$ cat config.mk
export PLATFORM = sky130hd
export DESIGN_NAME = clk_en_sched
export DESIGN_NICKNAME = d
export VERILOG_FILES = /design/src/rtl/clk_sched_pkg.sv /design/src/rtl/clk_sched_chan.sv /design/src/rtl/clk_en_sched.sv
export SDC_FILE = /design/constraint.sdc
export NUM_CORES = 1
export LEC_CHECK = 0
export ABC_CLOCK_PERIOD_IN_PS = 1900
export BUFFER_PORTS_ARGS = -buffer_cell sky130_fd_sc_hd__buf_2
export CAP_MARGIN = 40
export CORE_ASPECT_RATIO = 0.7
export CORE_UTILIZATION = 35
export CTS_CLUSTER_DIAMETER = 150
export DETAILED_ROUTE_END_ITERATION = 10
export PLACE_DENSITY = 0.49
export SYNTH_ARGS = -nofsm -noshare
export SYNTH_HDL_FRONTEND = slang
export SYNTH_SLANG_ARGS = --single-unit
$ cat constraint.sdc
create_clock -name CLK -period 1.9 [get_ports CLK]
set_clock_uncertainty 0.1 [all_clocks]
set_input_delay 0.38 -clock CLK [delete_from_list [all_inputs] [get_ports CLK]]
set_output_delay 0.38 -clock CLK [all_outputs]
set_load 0.1 [all_outputs]
$ cat src/rtl/clk_sched_pkg.sv
// Shared constants and types for the clock-enable scheduler.
package clk_sched_pkg;

  localparam int NCH_DEFAULT     = 4;
  localparam int W_DEFAULT       = 19;
  // Channel 0 reproduces the legacy CLK/2^19 square wave out of reset.
  localparam int DEF_DIV_DEFAULT = 2**18 - 1;

  // Config path: one pending slot, either free or holding a request.
  typedef enum logic {
    IDLE = 1'b0,
    PEND = 1'b1
  } cfg_state_e;

endpackage

$ cat src/rtl/clk_sched_chan.sv
// One scheduler channel: divide counter, one-cycle TICK strobe and 50% PHASE.
// A load replaces div/en and restarts the count; the top only raises load
// while the channel is disabled or on its wrap cycle, so outputs never glitch.
module clk_sched_chan
  import clk_sched_pkg::*;
#(
  parameter int           W       = W_DEFAULT,
  parameter bit           RST_EN  = 1'b0,
  parameter logic [W-1:0] RST_DIV = '0
) (
  input  logic         CLK,
  input  logic         RST_N,
  input  logic         load,
  input  logic [W-1:0] new_div,
  input  logic         new_en,
  output logic         tick,
  output logic         phase,
  output logic         active,
  output logic         wrap
);

  logic [W-1:0] div;
  logic [W-1:0] cnt;

  // Wrap edge of the running period; cnt never exceeds div.
  assign wrap   = active && (cnt == div);

  // Counter, divisor and strobe registers.
  // NOTE: sequential state uses non-blocking (<=) so every flop samples
  // pre-edge values and simulation matches the synthesized registers.
  always_ff @(posedge CLK or negedge RST_N) begin
    if (!RST_N) begin
      active <= RST_EN;
      div    <= RST_DIV;
      cnt    <= '0;
      tick   <= 1'b0;
      phase  <= 1'b0;
    end else if (load) begin
      active <= new_en;
      div    <= new_div;
      cnt    <= '0;
      if (!new_en) begin
        // Disabling suppresses the final strobe of the old period.
        tick  <= 1'b0;
        phase <= 1'b0;
      end else if (wrap) begin
        // The old period still completes with its strobe.
        tick  <= 1'b1;
        phase <= ~phase;
      end else begin
        tick  <= 1'b0;
      end
    end else if (active) begin
      if (wrap) begin
        cnt   <= '0;
        tick  <= 1'b1;
        phase <= ~phase;
      end else begin
        cnt   <= cnt + W'(1);
        tick  <= 1'b0;
      end
    end else begin
      cnt   <= '0;
      tick  <= 1'b0;
      phase <= 1'b0;
    end
  end

endmodule

$ cat src/rtl/clk_en_sched.sv
// Programmable multi-channel clock-enable scheduler. Holds the config FSM,
// the single pending request slot and the CFG_ERR register; each channel
// applies a pending request at its own period boundary.
module clk_en_sched
  import clk_sched_pkg::*;
#(
  parameter int           NCH     = NCH_DEFAULT,
  parameter int           W       = W_DEFAULT,
  parameter logic [W-1:0] DEF_DIV = W'(DEF_DIV_DEFAULT),
  // Wide enough that an out-of-range channel number is expressible.
  localparam int          CH_W    = $clog2(NCH + 1)
) (
  input  logic            CLK,
  input  logic            RST_N,
  input  logic            CFG_VALID,
  output logic            CFG_READY,
  input  logic [CH_W-1:0] CFG_CH,
  input  logic [W-1:0]    CFG_DIV,
  input  logic            CFG_EN,
  output logic            CFG_ERR,
  output logic [NCH-1:0]  TICK,
  output logic [NCH-1:0]  PHASE,
  output logic [NCH-1:0]  ACTIVE
);

  cfg_state_e      state;
  logic [CH_W-1:0] pend_ch;
  logic [W-1:0]    pend_div;
  logic            pend_en;
  logic [NCH-1:0]  wrap;
  logic [NCH-1:0]  load;

  assign CFG_READY = (state == IDLE);

  // Apply the pending request when its channel is idle or at its wrap edge.
  // NOTE: load gets a full default before the loop so no path leaves it
  // unassigned, which would otherwise infer a latch.
  always_comb begin
    load = '0;
    if (state == PEND) begin
      for (int i = 0; i < NCH; i++) begin
        if (pend_ch == CH_W'(i) && (!ACTIVE[i] || wrap[i])) load[i] = 1'b1;
      end
    end
  end

  // Config FSM: accept into the pending slot, flag bad channels, free on apply.
  always_ff @(posedge CLK or negedge RST_N) begin
    if (!RST_N) begin
      state    <= IDLE;
      pend_ch  <= '0;
      pend_div <= '0;
      pend_en  <= 1'b0;
      CFG_ERR  <= 1'b0;
    end else begin
      CFG_ERR <= 1'b0;
      unique case (state)
        IDLE: begin
          if (CFG_VALID) begin
            if (CFG_CH >= CH_W'(NCH)) begin
              CFG_ERR <= 1'b1;
            end else begin
              pend_ch  <= CFG_CH;
              pend_div <= CFG_DIV;
              pend_en  <= CFG_EN;
              state    <= PEND;
            end
          end
        end
        PEND: begin
          if (|load) state <= IDLE;
        end
        default: state <= IDLE;
      endcase
    end
  end

  for (genvar g = 0; g < NCH; g++) begin : g_chan
    clk_sched_chan #(
      .W       (W),
      .RST_EN  (g == 0),
      .RST_DIV ((g == 0) ? DEF_DIV : '0)
    ) u_chan (
      .CLK     (CLK),
      .RST_N   (RST_N),
      .load    (load[g]),
      .new_div (pend_div),
      .new_en  (pend_en),
      .tick    (TICK[g]),
      .phase   (PHASE[g]),
      .active  (ACTIVE[g]),
      .wrap    (wrap[g])
    );
  end

endmodule

==> reports/summary.md, run 1 <==
Setup repair after global routing could not meet its margin everywhere. The startpoint identified for the worst hold timing path is CFG_DIV[3]. The count of endpoints failing hold in the final timing report was 0; the number of inserted filler cells in the final layout was 2253. The switching fraction of total power was 0.3576; the worst path setup slack after routing was -0.2380 ns. Sorting the synthesized cells by how often they occur yields sky130_fd_sc_hd__dfrtp_1 (170), sky130_fd_sc_hd__xor2_1 (116), sky130_fd_sc_hd__nor2_1 (101).

Max-capacitance violation count: 0. Fraction of final layout cells with drive strength greater than 1: 0.3987. After synthesis the netlist holds a flip-flop and latch count of 189.

The run gives 0.7840 as the weighted congestion at the end of routability-driven global placement. In this run, the number of DRC markers left after iteration 0 of detailed routing was 307. The average instance in the mapped netlist occupies 11.86 um^2.

The fraction of the yosys area taken by sequential cells was 0.5353. The transition at the pin with the smallest max-transition slack works out to 0.5632 ns. The proportion of register bits with asynchronous set or reset after synthesis works out to 1.000. The final clock period utilization by the worst path was 1.125; the clock insertion delay at the later pin of the skew report was 0.44 ns.

The floorplan die height works out to 135.3 um. The post-route antenna net violation count was 0; the part of the total power dissipated in the clock network was 0.220. The run gives 467.7 MHz as the maximum operating frequency. The run gives 2 as the maximum buffer depth of the clock tree.

Measured along the x axis, the die boundary spans 192.4 um. Yosys attributes the largest share of cell area to sky130_fd_sc_hd__dfrtp_1 (48%), sky130_fd_sc_hd__xor2_1 (11%), sky130_fd_sc_hd__dfstp_2 (5.6%), sky130_fd_sc_hd__mux2_4 (4.9%), sky130_fd_sc_hd__mux2_1 (4.8%). The clock transition at the registers of the reported paths was 0.07 ns. Post-detailed-routing wire length: 22.59 mm. The largest total area in the synthesized netlist belongs to sky130_fd_sc_hd__dfrtp_1. Across all hold checks on the routed design, the worst slack comes to 0.06691 ns. Yosys mapped a number of flops with a built-in enable equal to 0.

The kind of path behind the tightest hold check is in -> reg. The run finished, with violations left. The endpoint kind of the worst setup timing path is a register. In this run the static leakage power is 5.686 nW.

With fillers left out, the area of the finished cells amounts to 11670 um^2. Setup slack on the worst flop-to-flop path: -0.24 ns. For this run, the leading register cell type out of synthesis is sky130_fd_sc_hd__dfrtp_1. The run gives 16.37 mW as the total power. Summed over all nets, the switching power comes to 5.855 mW.

For the area inside the core boundary, the log shows 24800 um^2. The first detailed-routing pass took 10 iterations. The capture point of the worst reg-to-reg path was g_chan[2].u_chan.div[5]$_DFFE_PN0P_. The worst reg-to-reg path cell count is 7. The logs give 0.3580 for the initial core utilization and 749 for the cell count after synthesis. The tools report the reg-to-reg critical path startpoint as g_chan[2].u_chan.cnt[15]$_DFF_PN0_. The logs give 0.1816 for the global-route usage over all layers and 0.359 for the power share of the combinational group.

During synthesis, Yosys emitted a total of 0 warnings. In this run the count of I/O pins placed on the die edge is 40. The run gives 955 as the net total in the final layout.

The proportion of netlist area held by the largest area contributor is 0.4791. The critical path is of the reg -> reg type. The global-route wire length before repair is 35.35 mm. The final global-route overflow total was 0. The cell depth of the worst min-delay path came out at 2.

The count of distinct cell types in the synthesized netlist came out at 42. The post-place instance area is 10390 um^2, and the number of DRC violations after detailed routing is 5. The worst hold path terminates at pend_div[3]$_DFFE_PN0P_.

The most instantiated library cell after synthesis was sky130_fd_sc_hd__dfrtp_1. Internal power comes to 10.52 mW. The floorplan row count is 48, and the number of antenna violations at the first check in global routing is 0. The routed via count divided by cell count was 4.808.

The largest individual stage delay along the critical path comes from the cell sky130_fd_sc_hd__nor4_2. In this run the power density over the cells is 1403 nW/um^2. The tools report the root buffer cell as sky130_fd_sc_hd__clkbuf_16. The tools report the type of origin of the critical path as a register.

For the detailed-route via count, the log shows 6073. Number of clock buffers inserted by TritonCTS: 17. Walking the worst path, the cells encountered are xor2_1 > nor4_2 > nand3_4 > o21ai_4 > nand2_4 > clkbuf_16 > mux2_4. The run gives 2.36 ns as the arrival time of the worst setup path. The tools report the total negative slack for setup checks as -14.63 ns. The wire-length estimate of the detail-placed layout is 15.56 mm. Subtracting the final worst setup slack from the clock period gives 2.138 ns. Counting every sink on the clock net gives 189. The peak ir drop on the vdd network was 0.0007193 V; the via count of the first global-routing pass was 6348. The tools report the max-slew violation total from the final report as 0. The number of antenna diodes in the final layout is 0. Counting every net in the synthesized netlist gives 779. The number of levels the H-tree was split into is 4, and the number of port buffers is 39. The tools report the area of the mapped netlist as 8880 um^2. Compared with the post-synthesis result, the final layout area differs by 31.45%. The critical path required time came out at 2.12 ns. The run gives 26020 um^2 as the die area. The peak fanout along the critical path is 5, and the number of failing setup endpoints in the final timing report is 94. The final reports fail on design-rule violations, negative setup slack. TritonCTS built the clock tree. The stage delay of the slowest cell on the critical path was 0.40 ns; the worst slew slack as a fraction of its limit was 0.6271. For the sequential group share of total power, the log shows 0.420. Entering global routing, the biggest net connects 54 pins. Wire length per cell after detailed routing: 17.89 um.

The tools report the worst-case setup slack after placement as -0.3324 ns.
[layout by cell type, fill, tap and decap left out, drive strengths merged, types with 2 or more instances in the layout]
cell        n
a21oi       5
a2111oi     3
dfrtp     170
clkbuf     24
bufinv      2
nand3      32
clkinv      5
inv        14
o21ai       8
mux2       97
and3       12
xnor2      26
a22o        4
mux2i       4
or3         2
nor2b       3
clkinvlp    5
and4        7
ha          4
nor3b       3
nand2      41
nand4      12
nor3        8
nor2      101
xor2      116
buf       180
dfstp      19
o22ai       2
nand2b      2
nor4       19
[flip-flops by register name, indices dropped and copies added, names as in the netlist]
name and count:
g_chan.u_chan.cnt 76, pend_ch 3, state 1, g_chan.u_chan.phase 4, pend_div 19, CFG_ERR 1, g_chan.u_chan.tick 4, g_chan.u_chan.active 4
pend_en 1, g_chan.u_chan.div 76
[per-stage QoR]
step           instances    util
2_1_floorplan        749       -
6_report            1263  0.4706
3_5_place_dp        1213  0.4187
4_1_cts             1252  0.4517
3_3_place_gp        1213  0.4187
5_1_grt             1263  0.4706
[repair_timing]
action	CTS	global route
buffers inserted	4	12
pin swaps	11	23
endpoints found under the hold margin	38	0
endpoints found under the setup margin	125	166
gates resized for setup	41	72
hold buffers	1	0
gates cloned	3	5
[metal layers]
| layer | vias up | part of all wire | GRT usage |
|---|---|---|---|
| met5 | - | 0 | 0 |
| met3 | 16 | 0.040 | 0.04170 |
| met4 | 0 | 0.011 | 0.04681 |
| li1 | 2892 | - | - |
| met1 | 3069 | 0.51 | 0.2670 |
| met2 | 96 | 0.44 | 0.2674 |
[layout make-up]
cell class	instances	area, um^2	area share
Inverter	12	45.04	0.003859
Timing Repair Buffer	187	1568	0.1343
Sequential cell	189	4753	0.4072
Clock buffer	18	439.2	0.03762
Clock inverter	14	143.9	0.01233
Tap cell	325	406.6	0.03484
Multi-Input combinational cell	518	4317	0.3698
[worst max-delay path, delay by kind of cell, from the launching register on]
| kind | cells | cell delay [ns] |
|---|---|---|
| AND/OR/NAND/NOR | 3 | 0.66 |
| flip-flops | 1 | 0.39 |
| multiplexers | 1 | 0.29 |
| buffers and inverters | 1 | 0.20 |
| XOR/XNOR | 1 | 0.19 |
| AO/OA/AOI/OAI | 1 | 0.19 |
[worst max path at each step]
stage	startpoint	endpoint	slack, ns	cells past startpoint
finish	g_chan[2].u_chan.cnt[15]$_DFF_PN0_	g_chan[2].u_chan.div[5]$_DFFE_PN0P_	-0.24	7
global route	g_chan[2].u_chan.cnt[15]$_DFF_PN0_	g_chan[2].u_chan.div[17]$_DFFE_PN0P_	-0.30	7
CTS	g_chan[3].u_chan.div[12]$_DFFE_PN0P_	g_chan[3].u_chan.div[17]$_DFFE_PN0P_	-0.23	7
detailed placement	g_chan[0].u_chan.div[17]$_DFFE_PN1N_	g_chan[0].u_chan.div[18]$_DFFE_PN0N_	-0.33	7
global placement	g_chan[2].u_chan.div[10]$_DFFE_PN0P_	g_chan[2].u_chan.tick$_DFF_PN0_	-0.35	6
floorplan	g_chan[3].u_chan.cnt[8]$_DFF_PN0_	g_chan[3].u_chan.div[10]$_DFFE_PN0P_	-0.06	7
[power by group through the flow]
| stage | logic (mW) | registers, mW | clock network, mW |
|---|---|---|---|
| floorplan | 3.19 | 6.37 | 0 |
| global placement | 4.75 | 6.91 | 0 |
| detailed placement | 4.88 | 6.92 | 0 |
| CTS | 5.25 | 6.88 | 3.70 |
| global route | 6.39 | 7.06 | 3.87 |
| finish | 5.88 | 6.88 | 3.60 |
[cell families (layout without fill, tap and decap cells)]
group | Yosys count | count (layout) | synth area share
AOI/OAI and AO/OA | 27 | 27 | 0.02085
xor gates and xnor gates | 142 | 142 | 0.1401
adders and majority gates | 4 | 4 | 0.005636
buffers and inverters | 45 | 231 | 0.02917
DFF | 189 | 189 | 0.5353
muxes | 101 | 101 | 0.1398
and+or+nand+nor | 241 | 244 | 0.1292
Power figures use the tool's default switching activity.
==> inputs of run 2 (changes only) <==
--- a/config.mk
+++ b/config.mk
@@ -13,6 +13,7 @@
 export CTS_CLUSTER_DIAMETER = 150
 export DETAILED_ROUTE_END_ITERATION = 10
 export PLACE_DENSITY = 0.49
+export RECOVER_POWER = 50
 export SYNTH_ARGS = -nofsm -noshare
 export SYNTH_HDL_FRONTEND = slang
 export SYNTH_SLANG_ARGS = --single-unit
==> run 2 against run 1 <==
The run still ends with design-rule violations, negative setup slack left; maximum frequency is essentially flat; non-clock buffer count unchanged; register-to-register slack is essentially flat.
==> reports/summary.md, run 2 (same netlist as run 1, synthesis figures left out) <==
The run finished, with violations left. The checks that failed: design-rule violations, negative setup slack. Hold timing on the final database bottoms out at a slack of 0.06518 ns. The kind of path behind the tightest hold check was in -> reg. The initialized floorplan defines 48 standard-cell rows.

Clock tree synthesis inserted a total of 17 buffers. The fraction of final layout cells with drive strength greater than 1 works out to 0.3977. The global-route usage over all layers is 0.1816, and the first-pass iteration count of the detailed router is 9. The run gives 4317 um^2 as the area of the multi-input gates. The area inside the core boundary is 24800 um^2. The top cell types in the final layout, fill and taps aside, are sky130_fd_sc_hd__dfrtp_1 (170), sky130_fd_sc_hd__buf_4 (124), sky130_fd_sc_hd__xor2_1 (115), sky130_fd_sc_hd__nor2_1 (92), sky130_fd_sc_hd__mux2_4 (60).

After the first detailed-routing iteration, the DRC count stood at 302. In the routed layout, each cell is associated on average with a via count of 4.794. The max-slew violation total from the final report is 0, and the number of failing setup endpoints in the final timing report is 94. Across the run, the number of max-cap violations was 0. The detail route stage leaves a number of antenna-violating nets equal to 0.

Count of endpoints failing hold in the final timing report: 0. The run gives 40 as the number of top-level design ports. Relative to the synthesized area, the layout overhead comes to 30.86%. The post-DP HPWL came out at 15.56 mm.

STA puts the critical path data required time at 2.12 ns. Summing all flip-flop and latch instances after layout gives 4753 um^2. The final clock period utilization by the worst path was 1.124; the die area was 26020 um^2.

The final standard cell utilization of the core is 0.4685, and the number of port buffers is 39. The floorplan die height was 135.3 um. In this run the static leakage power is 5.664 nW. The tools report the number of antenna violations at the first check in global routing as 0. For this design the ratio of total power to cell area is 1408 nW/um^2.

The die width is 192.4 um. The tools report the number of antenna diodes as 0. The root buffer cell is sky130_fd_sc_hd__clkbuf_16. For the worst-skew pair, the clock arrives at the later sink with an insertion delay of 0.44 ns. The initial core utilization is 0.3580, and the maximum operating frequency is 468.1 MHz. Summed over all layers, the global routing overflow is 0. The largest registers in the layout are g_chan.u_chan.cnt x76, g_chan.u_chan.div x76, pend_div x19. The worst slew slack as a fraction of its limit was 0.4725.

Setup repair after global routing could not meet its margin everywhere. STA classifies the critical path startpoint as a register. The net total in the final layout is 955, and the number of DRC violations after detailed routing is 5.

The number of clock sinks is 189. The layout has 2261 filler cells. The first global-routing pass estimated 35.35 mm of wire.

In this run the worst path has a maximum fanout of 5. The H-tree was split into 4 levels. Leaving out fill and tap cells, the most frequent cell in the layout is sky130_fd_sc_hd__dfrtp_1. For this block, the via count after detailed routing is 6055.

The routed design has 22.57 mm of wire. Worst path setup slack after routing: -0.2364 ns. The run gives 6348 as the via count of the first global-routing pass.

For the maximum buffer depth of the clock tree, the log shows 2. STA classifies the critical path endpoint as a register. For the arrival time of the worst setup path, the log shows 2.36 ns. TritonCTS built the clock tree.

The clock transition at the registers of the reported paths came out at 0.07 ns. The logs give 0.0007218 V for the peak ir drop on the vdd network and 54 for the largest net degree at the start of global routing. The critical path is of the reg -> reg type. After detailed routing, the average wire length per cell comes to 17.87 um. The transition at the pin with the smallest max-transition slack came out at 0.7913 ns. The weighted congestion at the end of routability-driven global placement is 0.7840, and the clock period minus final worst setup slack is 2.136 ns.
-- run 2: cell count changes in the layout (fill, tap and decap cells not counted), sizes merged --
| cell | before | now |
|---|---|---|
| clkbuf | 24 | 29 |
| buf | 180 | 175 |
-- run 2: metal layers --
metal  track usage  wire length (um)  up-vias
li1              -                 -     2892
met1        0.2670             11420     3050
met2        0.2674              9937       97
met3       0.04170               970       16
met4       0.04681               240        0
met5             0                 0        -
-- run 2: through the flow --
step           power (mW)  TNS, ns  worst slack (ns)  instance area, um^2  std cells
2_1_floorplan       9.568   -1.116          -0.06055                 8894        749
5_1_grt             17.30   -25.16           -0.3027                11620       1263
3_5_place_dp        11.81   -19.85           -0.3324                10390       1213
6_report            16.36   -14.70           -0.2364                11620       1263
3_3_place_gp        11.66   -19.96           -0.3461                10390       1213
4_1_cts             15.84   -15.36           -0.2343                11200       1252
-- run 2: worst paths after layout --
path	cells past startpoint	to	slack (ns)	startpoint
setup / recovery	7	g_chan[2].u_chan.div[5]$_DFFE_PN0P_	-0.24	g_chan[2].u_chan.cnt[15]$_DFF_PN0_
hold / removal	2	pend_div[2]$_DFFE_PN0P_	0.07	CFG_DIV[2]
setup reg to reg	7	g_chan[2].u_chan.div[5]$_DFFE_PN0P_	-0.24	g_chan[2].u_chan.cnt[15]$_DFF_PN0_
hold reg to reg	1	pend_ch[2]$_DFFE_PN0P_	0.43	pend_ch[2]$_DFFE_PN0P_
max in group asynchronous	3	pend_div[13]$_DFFE_PN0P_	0.21	RST_N
min in group asynchronous	2	g_chan[3].u_chan.cnt[7]$_DFF_PN0_	0.46	RST_N
-- run 2: area by class of cell --
class | instances | area share
inverter | 12 | 0.003876
clock buffer | 18 | 0.03779
tap | 325 | 0.03500
clock inverter | 14 | 0.01238
timing repair buffer | 187 | 0.1304
sequential | 189 | 0.4091
multi-input combinational | 518 | 0.3715
-- run 2: power breakdown --
group	internal (mW)	switching (mW)
logic	3.10	2.76
clock network	1.97	1.64
registers	5.43	1.46
total	10.5	5.86
-- run 2: worst max-delay path, stage by stage (launching register included) --
cell and delay, ns:
sky130_fd_sc_hd__dfrtp_1 0.39, sky130_fd_sc_hd__xor2_1 0.19, sky130_fd_sc_hd__nor4_2 0.40, sky130_fd_sc_hd__nand3_4 0.14, sky130_fd_sc_hd__o21ai_4 0.19, sky130_fd_sc_hd__nand2_4 0.12
sky130_fd_sc_hd__clkbuf_16 0.20, sky130_fd_sc_hd__mux2_4 0.29
-- run 2: repair_timing --
action,CTS,global route
hold endpoints to repair,38,0
buffers inserted,4,12
hold buffers,1,0
pin swaps,11,23
endpoints found under the setup margin,125,166
gates resized for setup,41,72
cloned,3,5
